$ cat config.mk
export PLATFORM = sky130hd
export DESIGN_NAME = mast_shift_engine_flat
export DESIGN_NICKNAME = d
export VERILOG_FILES = /design/src/rtl/mast_shift_engine_if.sv /design/src/rtl/mast_shift_engine.sv /design/src/flat_wrapper.sv
export SDC_FILE = /design/constraint.sdc
export NUM_CORES = 1
export LEC_CHECK = 0
export BUFFER_PORTS_ARGS = -buffer_cell sky130_fd_sc_hd__buf_4
export CORE_MARGIN = 2
export CORE_UTILIZATION = 50
export CTS_CLUSTER_SIZE = 8
export DETAILED_ROUTE_END_ITERATION = 8
export PLACE_DENSITY_LB_ADDON = 0.25
export SLEW_MARGIN = 20
export SYNTH_ARGS = -nofsm -noshare
export SYNTH_HDL_FRONTEND = slang
export SYNTH_SLANG_ARGS = --single-unit
$ cat constraint.sdc
create_clock -name master_scl_sixt -period 1.9 [get_ports master_scl_sixt]
set_input_delay 0.38 -clock master_scl_sixt [delete_from_list [all_inputs] [get_ports master_scl_sixt]]
set_output_delay 0.38 -clock master_scl_sixt [all_outputs]
set_load 0.1 [all_outputs]
$ cat src/rtl/mast_shift_engine_if.sv
// Bus between the I2C master FSM and the serial shift engine.
// The master modport issues load and shift strobes; the slave modport is the engine.
interface mast_shift_engine_if #(
    parameter int unsigned DATA_WIDTH = 8
);
    localparam int unsigned CNT_W = $clog2(DATA_WIDTH + 1);

    logic                  master_load_data;
    logic                  master_dir;
    logic [DATA_WIDTH-1:0] master_data;
    logic                  master_shift_data;
    logic                  master_serial_in_data;
    logic                  master_serial_out_data;
    logic [DATA_WIDTH-1:0] master_rx_data;
    logic                  master_busy;
    logic                  master_done;
    logic [CNT_W-1:0]      master_bit_count;

    modport master (
        output master_load_data,
        output master_dir,
        output master_data,
        output master_shift_data,
        output master_serial_in_data,
        input  master_serial_out_data,
        input  master_rx_data,
        input  master_busy,
        input  master_done,
        input  master_bit_count
    );

    modport slave (
        input  master_load_data,
        input  master_dir,
        input  master_data,
        input  master_shift_data,
        input  master_serial_in_data,
        output master_serial_out_data,
        output master_rx_data,
        output master_busy,
        output master_done,
        output master_bit_count
    );
endinterface

$ cat src/rtl/mast_shift_engine.sv
// Bidirectional serial shift engine for the I2C master datapath.
// Transmit: shifts a loaded word onto the SDA drive path, MSB- or LSB-first.
// Receive: assembles DATA_WIDTH sampled SDA bits into a parallel word.
// All state changes on the falling edge of master_scl_sixt.
module mast_shift_engine #(
    parameter int unsigned DATA_WIDTH = 8,
    parameter bit          MSB_FIRST  = 1'b1
) (
    input logic             master_scl_sixt,
    input logic             master_rst,
    mast_shift_engine_if.slave bus
);
    localparam int unsigned CNT_W = $clog2(DATA_WIDTH + 1);

    localparam logic [CNT_W-1:0] LastCnt = CNT_W'(DATA_WIDTH - 1);
    localparam logic [CNT_W-1:0] FullCnt = CNT_W'(DATA_WIDTH);

    localparam logic [1:0] StIdle  = 2'd0;
    localparam logic [1:0] StShift = 2'd1;
    localparam logic [1:0] StDone  = 2'd2;

    if (DATA_WIDTH < 2 || DATA_WIDTH > 32) begin : g_bad_width
        $error("mast_shift_engine: DATA_WIDTH must be in 2..32");
    end

    logic [1:0]            state_q, state_d;
    logic [DATA_WIDTH-1:0] sreg_q, sreg_d;
    logic [CNT_W-1:0]      cnt_q, cnt_d;
    logic                  dir_q, dir_d;
    logic [DATA_WIDTH-1:0] rx_q, rx_d;

    logic                  tail_bit;
    logic                  head_bit;
    logic [DATA_WIDTH-1:0] shifted;

    // Shift toward the head; transmit fills with 0, receive inserts the sampled SDA bit.
    always_comb begin
        tail_bit = dir_q & bus.master_serial_in_data;
        if (MSB_FIRST) begin
            shifted  = {sreg_q[DATA_WIDTH-2:0], tail_bit};
            head_bit = sreg_q[DATA_WIDTH-1];
        end else begin
            shifted  = {tail_bit, sreg_q[DATA_WIDTH-1:1]};
            head_bit = sreg_q[0];
        end
    end

    // Next-state logic; a load outranks a strobe in every state.
    always_comb begin
        state_d = state_q;
        sreg_d  = sreg_q;
        cnt_d   = cnt_q;
        dir_d   = dir_q;
        rx_d    = rx_q;

        if (bus.master_load_data) begin
            // Start (or restart) a word; an aborted word leaves rx_q untouched.
            dir_d   = bus.master_dir;
            sreg_d  = bus.master_dir ? '0 : bus.master_data;
            cnt_d   = '0;
            state_d = StShift;
        end else begin
            unique case (state_q)
                StIdle: begin
                    state_d = StIdle;
                end
                StShift: begin
                    if (bus.master_shift_data) begin
                        sreg_d = shifted;
                        cnt_d  = cnt_q + 1'b1;
                        if (cnt_q == LastCnt) begin
                            state_d = StDone;
                            // Completed word includes the bit sampled on this edge.
                            if (dir_q) begin
                                rx_d = shifted;
                            end
                        end
                    end
                end
                StDone: begin
                    // Count deliberately holds at DATA_WIDTH through DONE and IDLE.
                    state_d = StIdle;
                end
                default: begin
                    state_d = StIdle;
                end
            endcase
        end
    end

    // State registers with asynchronous active-high reset.
    always_ff @(negedge master_scl_sixt or posedge master_rst) begin
        if (master_rst) begin
            state_q <= StIdle;
            sreg_q  <= '0;
            cnt_q   <= '0;
            dir_q   <= 1'b0;
            rx_q    <= '0;
        end else begin
            state_q <= state_d;
            sreg_q  <= sreg_d;
            cnt_q   <= cnt_d;
            dir_q   <= dir_d;
            rx_q    <= rx_d;
        end
    end

    // Outputs decode straight from state so reset values appear immediately.
    always_comb begin
        bus.master_busy            = (state_q == StShift);
        bus.master_done            = (state_q == StDone);
        bus.master_serial_out_data = (state_q == StShift && !dir_q) ? head_bit : 1'b1;
        bus.master_rx_data         = rx_q;
        bus.master_bit_count       = cnt_q;
    end

`ifndef SYNTHESIS
    a_done_not_busy: assert property (@(negedge master_scl_sixt) disable iff (master_rst)
        !(bus.master_done && bus.master_busy));

    a_done_single: assert property (@(negedge master_scl_sixt) disable iff (master_rst)
        bus.master_done |=> !bus.master_done);

    a_count_bound: assert property (@(negedge master_scl_sixt) disable iff (master_rst)
        cnt_q <= FullCnt);

    a_release_idle: assert property (@(negedge master_scl_sixt) disable iff (master_rst)
        !bus.master_busy |-> bus.master_serial_out_data);
`endif

endmodule

$ cat src/flat_wrapper.sv
// flat-port wrapper written by rule: the top's interface ports become plain ports
module mast_shift_engine_flat 
#(
    parameter int unsigned DATA_WIDTH = 8,
    parameter bit          MSB_FIRST  = 1'b1
)
  (master_scl_sixt, master_rst, bus_master_load_data, bus_master_dir, bus_master_data, bus_master_shift_data, bus_master_serial_in_data, bus_master_serial_out_data, bus_master_rx_data, bus_master_busy, bus_master_done, bus_master_bit_count);
  mast_shift_engine_if #(.DATA_WIDTH(DATA_WIDTH)) bus_i ();
  input logic master_scl_sixt;
  input logic master_rst;
  input wire logic [$bits(bus_i.master_load_data)-1:0] bus_master_load_data;
  input wire logic [$bits(bus_i.master_dir)-1:0] bus_master_dir;
  input wire logic [$bits(bus_i.master_data)-1:0] bus_master_data;
  input wire logic [$bits(bus_i.master_shift_data)-1:0] bus_master_shift_data;
  input wire logic [$bits(bus_i.master_serial_in_data)-1:0] bus_master_serial_in_data;
  output wire logic [$bits(bus_i.master_serial_out_data)-1:0] bus_master_serial_out_data;
  output wire logic [$bits(bus_i.master_rx_data)-1:0] bus_master_rx_data;
  output wire logic [$bits(bus_i.master_busy)-1:0] bus_master_busy;
  output wire logic [$bits(bus_i.master_done)-1:0] bus_master_done;
  output wire logic [$bits(bus_i.master_bit_count)-1:0] bus_master_bit_count;
  assign bus_i.master_load_data = bus_master_load_data;
  assign bus_i.master_dir = bus_master_dir;
  assign bus_i.master_data = bus_master_data;
  assign bus_i.master_shift_data = bus_master_shift_data;
  assign bus_i.master_serial_in_data = bus_master_serial_in_data;
  assign bus_master_serial_out_data = bus_i.master_serial_out_data;
  assign bus_master_rx_data = bus_i.master_rx_data;
  assign bus_master_busy = bus_i.master_busy;
  assign bus_master_done = bus_i.master_done;
  assign bus_master_bit_count = bus_i.master_bit_count;
  mast_shift_engine #(.DATA_WIDTH(DATA_WIDTH), .MSB_FIRST(MSB_FIRST)) u_core (.master_scl_sixt(master_scl_sixt), .master_rst(master_rst), .bus(bus_i));
endmodule
==> results of run 1 <==
==> kinds of logic after synthesis <==
logic type      after synthesis  synth area share [%]
flops                        23                 54.96
simple gates                 35                 20.07
fa+ha+maj                     1                 1.195
mux                           8                 8.602
buf+inv                       6                 2.270
compound gates               19                 11.23
xor+xnor                      2                 1.673
==> per-stage QoR <==
stage	std cells	instance area, sq um	hold slack (ns)	util (%)
after floorplan	94	1127	0.4886	-
after global placement	161	1483	0.4503	75.57
after detailed placement	161	1483	0.4564	75.57
after CTS	172	1807	0.5174	92.09
==> repair_timing <==
item,in CTS
hold buffers,0
resized for setup,55
buffers inserted,6
pin swaps,3
gates cloned,1
setup endpoints to repair,31
==> impl_results.md, run 1 <==
- Syn_area_per_cell: 11.14 sq um
- Die Wd: 49.77 um
- Top cells by area, synth: dfrtn_1 (55%), mux2_2 (8.6%), a22oi_1 (5.0%)
- Rows: 16
- Deepest clock path buffer count: 2
- Total number of yosys warnings: 0
- Yosys cell types: 25
- Largest net degree at the start of global routing: 24
- Initial antenna violation count: 0
- H-Tree Depth: 1
- Status: aborted with a tool error
- Most common cell in the netlist: dfrtn_1
- Worst endpoint type: output port
- Post-synthesis cell area: 1047 sq um
- Pre-CTS WS: -0.4746 ns
- Mapped Nets: 109
- Synth Flop Type: dfrtn_1
- Num ports: 29
- Register bit total from synthesis: 23
- Port Buf Inserts: 28
- Initial core utilization: 53.38%
- Async SR Flop Fraction: 100.0%
- Post-synthesis sequential area ratio: 54.96%
- Top cell type's share of synthesized area: 54.96%
- Stage reached: global routing (5_1_grt)
- Die Y-Extent: 49.77 um
- CTS buffer count: 3
- Most frequent cells after synthesis: dfrtn_1 (23), nand2_1 (10), a21oi_1 (9)
- RD Place Congestion: 0.7074
- Error message: [ERROR DPL-0033] detailed placement checks failed during check placement.
- Worst_ep grt: bus_master_serial_out_data
- CTS root buf: clkbuf_4
- Cell taking the most area after synthesis: dfrtn_1
- CTS Sinks: 23
- EDFF count, synth: 0
- Syn Inst Count: 94
==> inputs of run 2 (changes only) <==
--- a/config.mk
+++ b/config.mk
@@ -6,11 +6,10 @@
 export NUM_CORES = 1
 export LEC_CHECK = 0
 export BUFFER_PORTS_ARGS = -buffer_cell sky130_fd_sc_hd__buf_4
-export CORE_MARGIN = 2
-export CORE_UTILIZATION = 50
-export CTS_CLUSTER_SIZE = 8
+export CORE_AREA = 2 2 63 65
 export DETAILED_ROUTE_END_ITERATION = 8
-export PLACE_DENSITY_LB_ADDON = 0.25
+export DIE_AREA = 0 0 65 67
+export PLACE_DENSITY_LB_ADDON = 0.15
 export SLEW_MARGIN = 20
 export SYNTH_ARGS = -nofsm -noshare
 export SYNTH_HDL_FRONTEND = slang
==> run 2 against run 1 <==
The flow now finishes, with violations (setup timing). Synthesized area unchanged. Synthesized cell count unchanged.
==> impl_results.md, run 2 <==
- Status: finished with violations
- Failing checks: setup timing
- CTS clk-pin slew, worst paths: 0.05 ns
- Syn_area_per_cell: 11.14 sq um
- Mapped Nets: 109
- Die area: 4355 sq um
- Number of global-route vias before repair: 856
- CTS root buf: clkbuf_8
- RD Place Congestion: 0.7069
- Worst-Margin Slew: 0.2799 ns
- DR WL/cell: 13.14 um
- Top routing layer in use: met4
- Part of the power in registers: 50.6%
- Most common cell after layout, fill and taps aside: buf_4
- Sw frac: 27.89%
- Worst Path Arrival: 2.26 ns
- Reg area: 575.6 sq um
- DRC: 0
- Die Y-Extent: 67 um
- Worst Hold Class: flip-flop to flip-flop
- Syn Inst Count: 94
- Hold buffers post-CTS: 0
- CTS buffer count: 3
- Final core occ: 49.97%
- Pre-CTS WS: -0.4837 ns
- Most frequent cells after synthesis: dfrtn_1 (23), nand2_1 (10), a21oi_1 (9)
- Antenna diodes: 0
- Post-synthesis cell area: 1047 sq um
- Deepest clock path buffer count: 2
- Final worst hold slack: 0.5061 ns
- Relative slew slack: 81.34%
- Met2 WL: 1192 um
- Power Total: 1.064 mW
- Fillers: 327
- GR Overflow Total: 0
- Most frequent cells in the layout: buf_4 (26), dfrtn_1 (23), buf_12 (17)
- Via count: 841
- EDFF count, synth: 0
- Leakage: 0.8343 nW
- Post-synthesis sequential area ratio: 54.96%
- Initial antenna violation count: 0
- Initial core utilization: 29.04%
- PwrDens: 590.5 nW/um^2
- Slew Limit Fails: 0
- Area Overhead vs Synth: 72.04%
- Routed wl met3: 103 um
- Multi-input logic area: 518.0 sq um
- Drt total wl: 2497 um
- Int Power: 0.7672 mW
- Worst Path Required: 1.52 ns
- Crit path cell chain: nand2b_4, or3_4, buf_12
- Yosys cell types: 25
- Register bit total from synthesis: 23
- Synth Flop Type: dfrtn_1
- Most common cell in the netlist: dfrtn_1
- Worst Path Max Fanout: 2
- Async SR Flop Fraction: 100.0%
- Switching pwr: 0.2967 mW
- Final Setup Violations: 31
- Fin cells: 190
- Layout cells sized above 1: 52.82%
- DR iter-0 viols: 46
- Critical path class: flip-flop to primary output
- Max IR drop VDD: 0.2910 mV
- WP buf/inv: 1
- Placed Cells: 182
- Final setup skew: 0.002335 ns
- Met1 WL: 1169 um
- Cell taking the most area after synthesis: dfrtn_1
- Avg Vias per Cell: 4.426
- Largest net degree at the start of global routing: 24
- Clock Latency Late Sink: 0.28 ns
- Post-detail-place hpwl: 1686 um
- Top cells by area, synth: dfrtn_1 (55%), mux2_2 (8.6%), a22oi_1 (5.0%)
- Die Wd: 65 um
- Antenna viol nets, final: 0
- Max cap viols: 0
- H-Tree Depth: 1
- Rows: 22
- Core Region: 3606 sq um
- Port Buf Inserts: 28
- Setup crit start kind: flip-flop
- Slowest cell on crit path: dfrtn_1
- Global-route wire length before repair: 4133 um
- CTS Sinks: 23
- Unrepaired setup endpoints after global routing: true
- NumNets Final: 158
- CP peak stage delay: 0.46 ns
- GRT Total Usage: 12.67%
- Crit end category: primary output
- PnR worst setup slack: -0.7445 ns
- Num ports: 29
- CTS tree: built
- First-pass DRT Iterations: 4
- Gate power share: 20.6%
- Total number of yosys warnings: 0
- Top cell type's share of synthesized area: 54.96%
- Hold Violations, Final: 0
- Family with the most delay on the worst path: flip-flops
- Clk pwr share: 28.8%
run 2: cell counts after synthesis:
No cell type changed its count.
run 2: through the flow:
step | cell area, sq um | TNS [ns]
final | 1802 | -7.522
after global routing | 1802 | -8.463
after global placement | 1509 | -10.39
after detailed placement | 1509 | -10.71
after floorplan | 1127 | -9.160
after CTS | 1779 | -7.617
run 2: kinds of logic (layout without fill, tap and decap cells):
logic type,count (synthesis),after routing,share of synthesized area (%)
adders and majority gates,1,1,1.195
buffers and inverters,6,54,2.270
AOI/OAI and AO/OA,19,19,11.23
DFF,23,23,54.96
muxes,8,8,8.602
xor gates and xnor gates,2,2,1.673
and+or+nand+nor,35,35,20.07
run 2: layout make-up:
cell class	instances	share of cell area, %
clock buffer	4	2.500
sequential	23	31.94
multi-input combinational	65	28.75
timing repair buffer	48	32.85
inverter	2	0.6250
tap	48	3.333
run 2: per-layer routing:
layer / vias up / track usage (%)
met1: 397 / 16.96
met2: 18 / 20.23
met5: - / 0
met4: 0 / 5.585
li1: 424 / -
met3: 2 / 1.858
run 2: what timing repair did:
| action | CTS | global route |
|---|---|---|
| gates resized for setup | 51 | 2 |
| buffers inserted | 3 | 4 |
| pin swaps | 1 | 0 |
| endpoints found under the setup margin | 31 | 31 |
run 2: path summary, 6_finish.rpt:
kind	start	end	slack (ns)	cells past startpoint
max	u_core.state_q[0]	bus_master_serial_out_data	-0.74	3
min	u_core.sreg_q[5]	u_core.bus.master_rx_data[6]	0.51	1
max reg2reg	u_core.state_q[1]	u_core.bus.master_rx_data[2]	0.14	8
min reg2reg	u_core.sreg_q[5]	u_core.bus.master_rx_data[6]	0.51	1
max in group asynchronous	master_rst	u_core.sreg_q[6]	0.76	3
min in group asynchronous	master_rst	u_core.bus.master_rx_data[3]	0.96	3
run 2: power groups by stage:
| stage | logic [mW] | registers (mW) | clock network [mW] |
|---|---|---|---|
| 2_1_floorplan | 0.0927 | 0.575 | 0 |
| 3_3_place_gp | 0.196 | 0.543 | 0 |
| 3_5_place_dp | 0.198 | 0.544 | 0 |
| 4_1_cts | 0.220 | 0.537 | 0.318 |
| 5_1_grt | 0.234 | 0.541 | 0.347 |
| 6_report | 0.219 | 0.538 | 0.307 |
No activity file was read; power rests on OpenSTA's default activity.
==> inputs of run 3 (changes only) <==
--- a/config.mk
+++ b/config.mk
@@ -5,6 +5,7 @@
 export SDC_FILE = /design/constraint.sdc
 export NUM_CORES = 1
 export LEC_CHECK = 0
+export ABC_AREA = 1
 export BUFFER_PORTS_ARGS = -buffer_cell sky130_fd_sc_hd__buf_4
 export CORE_AREA = 2 2 63 65
 export DETAILED_ROUTE_END_ITERATION = 8
==> run 3 against run 2 <==
The flow still finishes with violations (setup timing). Wire length increased by 10%. Highest routed layer unchanged. Largest power group unchanged. Critical path depth increased by 2. Clock skew increased by 0.0020 ns. Cell area increased by 4.0%. Sequential power increased by 0.9%. Count of clock-buffer cells in the layout decreased by 1.
==> impl_results.md, run 3 <==
- CTS buffer count: 3
- First-pass DRT Iterations: 4
- Reg2Reg Setup Slack: 0.54 ns
- Top cells by area, synth: dfrtn_1 (52%), nand2_1 (20%), nand3_1 (4.9%)
- Mapped Nets: 148
- Initial core utilization: 30.95%
- Final TNS setup: -5.968 ns
- CTS root buf: clkbuf_8
- Worst r2r src: u_core.bus.master_bit_count[1]
- Worst Path Arrival: 2.12 ns
- EDFF count, synth: 0
- Largest net degree at the start of global routing: 24
- Post-synthesis cell area: 1116 sq um
- H-Tree Depth: 1
- CTS Sinks: 23
- Worst reg-to-reg path cell count: 7
- Area Overhead vs Synth: 67.94%
- Final setup skew: 0.004358 ns
- Clk pwr share: 26.9%
- Placed Cells: 228
- GRT Total Usage: 14.97%
- Worst Path Max Fanout: 2
- Complex-gate fraction of the synthesized area: 4.484%
- CTS tree: built
- Most frequent cells in the layout: nand2_1 (58), buf_4 (35), dfrtn_1 (23)
- Synth Area in Simple Gates: 36.32%
- Multiplexer share of the synthesized area: 0%
- Fin cells: 236
- Layout cells sized above 1: 39.89%
- Cell taking the most area after synthesis: dfrtn_1
- Initial antenna violation count: 0
- Most frequent cells after synthesis: nand2_1 (59), dfrtn_1 (23), nand3_1 (11)
- Failing checks: setup timing
- DR iter-0 viols: 30
- Worst Hold Class: flip-flop to flip-flop
- Post-synthesis sequential area ratio: 51.57%
- CTS clk-pin slew, worst paths: 0.06 ns
- Register bit total from synthesis: 23
- Total number of yosys warnings: 0
- Final Setup Violations: 15
- Post-detail-place hpwl: 2056 um
- Rows: 22
- Syn Inst Count: 133
- Hold Violations, Final: 0
- Synth Flop Type: dfrtn_1
- Most common cell in the netlist: nand2_1
- Port Buf Inserts: 28
- Global-route wire length before repair: 4961 um
- Top cell type's share of synthesized area: 51.57%
- Worst-Margin Slew: 0.2797 ns
- Part of the power in registers: 47.5%
- PwrDens: 609.3 nW/um^2
- Crit end category: primary output
- Num ports: 29
- End of the worst register-to-register path: u_core.bus.master_rx_data[3]
- Leakage: 0.9551 nW
- NumNets Final: 204
- Max IR drop VDD: 0.3784 mV
- Die area: 4355 sq um
- Die Wd: 65 um
- RD Place Congestion: 0.7416
- Fillers: 333
- DRC: 0
- Worst Path Required: 1.52 ns
- Drt total wl: 2756 um
- Syn_area_per_cell: 8.392 sq um
- Setup crit start kind: flip-flop
- Number of global-route vias before repair: 1118
- Relative slew slack: 81.18%
- GR Overflow Total: 0
- Final core occ: 51.98%
- Via count: 1033
- Antenna viol nets, final: 0
- Int Power: 0.7888 mW
- Max cap viols: 0
- Deepest clock path buffer count: 2
- PnR worst setup slack: -0.6004 ns
- Critical path class: flip-flop to primary output
- Yosys cell types: 17
- Hold path startpoint: u_core.sreg_q[7]
- Gate power share: 25.6%
- Clock Latency Late Sink: 0.28 ns
- Most common cell after layout, fill and taps aside: nand2_1
- Hold Path Stages: 2
- Unrepaired setup endpoints after global routing: true
- Die Y-Extent: 67 um
- Status: finished with violations
- Sw frac: 30.93%
- Hold path endpoint: u_core.sreg_q[7]
- Core Region: 3606 sq um
- Avg Vias per Cell: 4.377
- Slew Limit Fails: 0
- Main combinational cell family by area after synthesis: simple AND/OR/NAND/NOR gates
- Post-Synth XOR/XNOR Area: 0.7848%
- Switching pwr: 0.3532 mW
- Async SR Flop Fraction: 100.0%
- DR WL/cell: 11.68 um
- Adder-Cell Fraction of Synth Area: 1.121%
- Pre-CTS WS: -0.4194 ns
- Antenna diodes: 0
==> run 3: cell type report <==
cell class	instances	area [sq um]	area share, %
Timing Repair Buffer	53	614.3	32.78
Inverter	11	47.55	2.537
Clock inverter	1	5.005	0.2670
Tap cell	48	60.06	3.204
Clock buffer	3	41.29	2.203
Multi-Input combinational cell	97	530.5	28.30
Sequential cell	23	575.6	30.71
==> run 3: through the flow <==
stage,power [mW],hold WS (ns),instance area [sq um]
after detailed placement,0.8096,0.4233,1609
after global placement,0.8047,0.4149,1609
after CTS,1.154,0.4317,1854
final,1.142,0.4486,1874
after floorplan,0.7108,0.4104,1166
after global routing,1.206,0.5076,1874
==> run 3: kinds of logic (layout without fill, tap and decap cells) <==
kind of cell,count (synthesis),count (layout)
and+or+nand+nor,85,85
xor gates and xnor gates,1,1
AOI/OAI and AO/OA,10,10
adders and majority gates,1,1
DFF,23,23
buffers and inverters,13,68
==> run 3: how the worst max path moves through the flow <==
stage / from / endpoint / slack (ns)
finish: u_core.state_q[1] / bus_master_serial_out_data / -0.60
global route: u_core.state_q[1] / bus_master_serial_out_data / -0.64
CTS: u_core.state_q[1] / bus_master_serial_out_data / -0.60
global placement: u_core.state_q[1] / bus_master_serial_out_data / -0.41
floorplan: u_core.state_q[1] / bus_master_serial_out_data / -0.83
detailed placement: u_core.state_q[1] / bus_master_serial_out_data / -0.42
==> run 3: power by group through the flow <==
stage | registers (mW) | logic (mW) | clock network (mW)
after global placement | 0.546 | 0.259 | 0
after floorplan | 0.602 | 0.109 | 0
after detailed placement | 0.547 | 0.263 | 0
final | 0.543 | 0.292 | 0.307
after CTS | 0.542 | 0.293 | 0.319
after global routing | 0.547 | 0.318 | 0.341
==> run 3: worst max-delay path, stage by stage (launching register included) <==
cell and delay, ns:
dfrtn_1 0.41, inv_2 0.05, nand2_4 0.06, clkinvlp_4 0.13
nand2_8 0.08, buf_12 0.16
==> run 3: timing repair <==
item	in CTS	in global routing
buffers inserted	2	2
pin swaps	1	0
hold buffers	0	0
gates resized for setup	44	2
gates cloned	0	0
endpoints found under the setup margin	15	21
==> run 3: routing by layer <==
layer | routed length (um) | track usage [%] | vias up | part of all wire, %
li1 | - | - | 526 | -
met1 | 1234 | 18.41 | 479 | 45
met2 | 1406 | 26.03 | 26 | 51
met3 | 88 | 2.365 | 2 | 3.2
met4 | 27 | 6.117 | 0 | 0.98
met5 | 0 | 0 | - | 0
==> inputs of run 4 (changes only) <==
--- a/config.mk
+++ b/config.mk
@@ -6,7 +6,7 @@
 export NUM_CORES = 1
 export LEC_CHECK = 0
 export ABC_AREA = 1
-export BUFFER_PORTS_ARGS = -buffer_cell sky130_fd_sc_hd__buf_4
+export BUFFER_PORTS_ARGS = -buffer_cell sky130_fd_sc_hd__buf_2
 export CORE_AREA = 2 2 63 65
 export DETAILED_ROUTE_END_ITERATION = 8
 export DIE_AREA = 0 0 65 67
==> run 4 against run 3 <==
Largest cell class unchanged. Hold slack worse by 0.012 ns. Non-clock buffer count did not move. Power down 0.36%. Critical path depth is the same. Register-to-register slack about the same. Critical path type unchanged. Count of clock-buffer cells in the layout stayed put. Die area is the same. Cell area decreased by 1.4%. First-iteration DRC count down 37%. Global-route usage barely moved. Setup slack worse by 0.032 ns. Sequential share of layout area grew 0.44 points. The run still ends with setup timing left.
==> impl_results.md, run 4 (synthesis gave the netlist of run 3 again) <==
- Status: finished with violations
- Failing checks: setup timing
- Antenna diodes: 0
- Max IR drop VDD: 0.3877 mV
- Part of the power in registers: 47.6%
- Switching pwr: 0.3547 mW
- Avg Vias per Cell: 4.360
- RD Place Congestion: 0.7693
- Die Y-Extent: 67 um
- Post-DP Area: 1757 sq um
- First-pass DRT Iterations: 4
- GRT Total Usage: 15.01%
- Initial core utilization: 30.95%
- CTS root buf: clkbuf_8
- Power Total: 1.138 mW
- Most frequent cells in the layout: nand2_1 (58), dfrtn_1 (23), buf_4 (22)
- Layout cells sized above 1: 39.36%
- Area Overhead vs Synth: 65.58%
- Final Setup Violations: 15
- DRC: 0
- Pre-CTS WS: -0.3644 ns
- Antenna viol nets, final: 0
- DR iter-0 viols: 19
- CP peak stage delay: 0.40 ns
- Critical path class: flip-flop to primary output
- Most common cell after layout, fill and taps aside: nand2_1
- Worst-Margin Slew: 0.3654 ns
- Number of global-route vias before repair: 1088
- Unrepaired setup endpoints after global routing: true
- Relative slew slack: 75.55%
- DR WL/cell: 11.72 um
- Clk pwr share: 27.0%
- Worst Hold Class: flip-flop to flip-flop
- Final setup skew: 0.005283 ns
- Largest net degree at the start of global routing: 24
- Via count: 1029
- Worst Path Max Fanout: 2
- Port Buf Inserts: 28
- PnR worst setup slack: -0.6324 ns
- GR Overflow Total: 0
- Max cap viols: 0
- Deepest clock path buffer count: 2
- Initial antenna violation count: 0
- CTS Sinks: 23
- Rows: 22
- Fin area: 1848 sq um
- Gate power share: 25.4%
- Int Power: 0.7831 mW
- CTS buffer count: 3
- CTS tree: built
- CTS clk-pin slew, worst paths: 0.06 ns
- NumNets Final: 204
- Global-route wire length before repair: 4919 um
- Worst Path Required: 1.52 ns
- WP buf/inv: 3
- PwrDens: 615.7 nW/um^2
- Slew Limit Fails: 0
- Crit path cell chain: inv_2, nand2_4, clkinvlp_4, nand2_8, buf_12
- H-Tree Depth: 1
- Clock Latency Late Sink: 0.28 ns
- Worst Path Arrival: 2.15 ns
- Drt total wl: 2767 um
- Die area: 4355 sq um
- Final worst hold slack: 0.4369 ns
- Slowest cell on crit path: dfrtn_1
- Post-detail-place hpwl: 2194 um
- Setup crit start kind: flip-flop
- Leakage: 0.9505 nW
- Crit end category: primary output
- Core Region: 3606 sq um
- Family with the most delay on the worst path: flip-flops
- Hold Violations, Final: 0
- Die Wd: 65 um
- Hold buffers post-CTS: 0
- Num ports: 29
- Final TNS setup: -5.983 ns
- Sw frac: 31.17%
## run 4: cell counts in the layout (fill, tap and decap cells not counted)
Identical to the previous run, type by type.
## run 4: tightest hold or removal path, delay by kind of cell, from the launching register on
| family | cells | cell delay (ns) |
|---|---|---|
| flip-flops | 1 | 0.41 |
| AND/OR/NAND/NOR | 2 | 0.11 |
## run 4: power by group through the flow
stage / Combinational (mW) / Sequential (mW) / Clock, mW
final: 0.289 / 0.541 / 0.307
after global routing: 0.312 / 0.545 / 0.338
after CTS: 0.293 / 0.541 / 0.315
after detailed placement: 0.289 / 0.551 / 0
after global placement: 0.283 / 0.548 / 0
after floorplan: 0.109 / 0.602 / 0
## run 4: layout make-up
cell class                 instances  area (sq um)
timing repair buffer              53         590.6
fill                             344          1758
tap                               48         60.06
clock buffer                       3         41.29
inverter                          11         47.55
multi-input combinational         97         528.0
sequential                        23         575.6
clock inverter                     1         5.005
## run 4: per-stage QoR
stage / instances / utilization (%)
CTS: 235 / 50.97
global route: 236 / 51.25
global placement: 227 / 48.72
detailed placement: 227 / 48.72
floorplan: 133 / -
finish: 236 / 51.25
## run 4: final timing paths
kind                                                 from                            to  slack (ns)  cells past startpoint
min                                      u_core.sreg_q[7]              u_core.sreg_q[7]        0.44                      2
min in group asynchronous                      master_rst              u_core.sreg_q[7]        0.95                      3
max                                     u_core.state_q[1]    bus_master_serial_out_data       -0.63                      5
max in group asynchronous                      master_rst                  u_core.dir_q        0.77                      3
max reg2reg                u_core.bus.master_bit_count[0]  u_core.bus.master_rx_data[0]        0.55                      7
min reg2reg                              u_core.sreg_q[7]              u_core.sreg_q[7]        0.44                      2
## run 4: repair_timing
item / 4_1_cts / 5_1_grt
setup endpoints to repair: 15 / 22
setup buffers: 4 / 1
pin swaps: 1 / 0
gates resized for setup: 1 / 1
## run 4: routing by layer
layer	routed length, um	vias up	track usage [%]
li1	-	528	-
met5	0	-	0
met1	1224	477	18.34
met3	114	4	1.520
met4	53	0	7.447
met2	1374	20	26.29
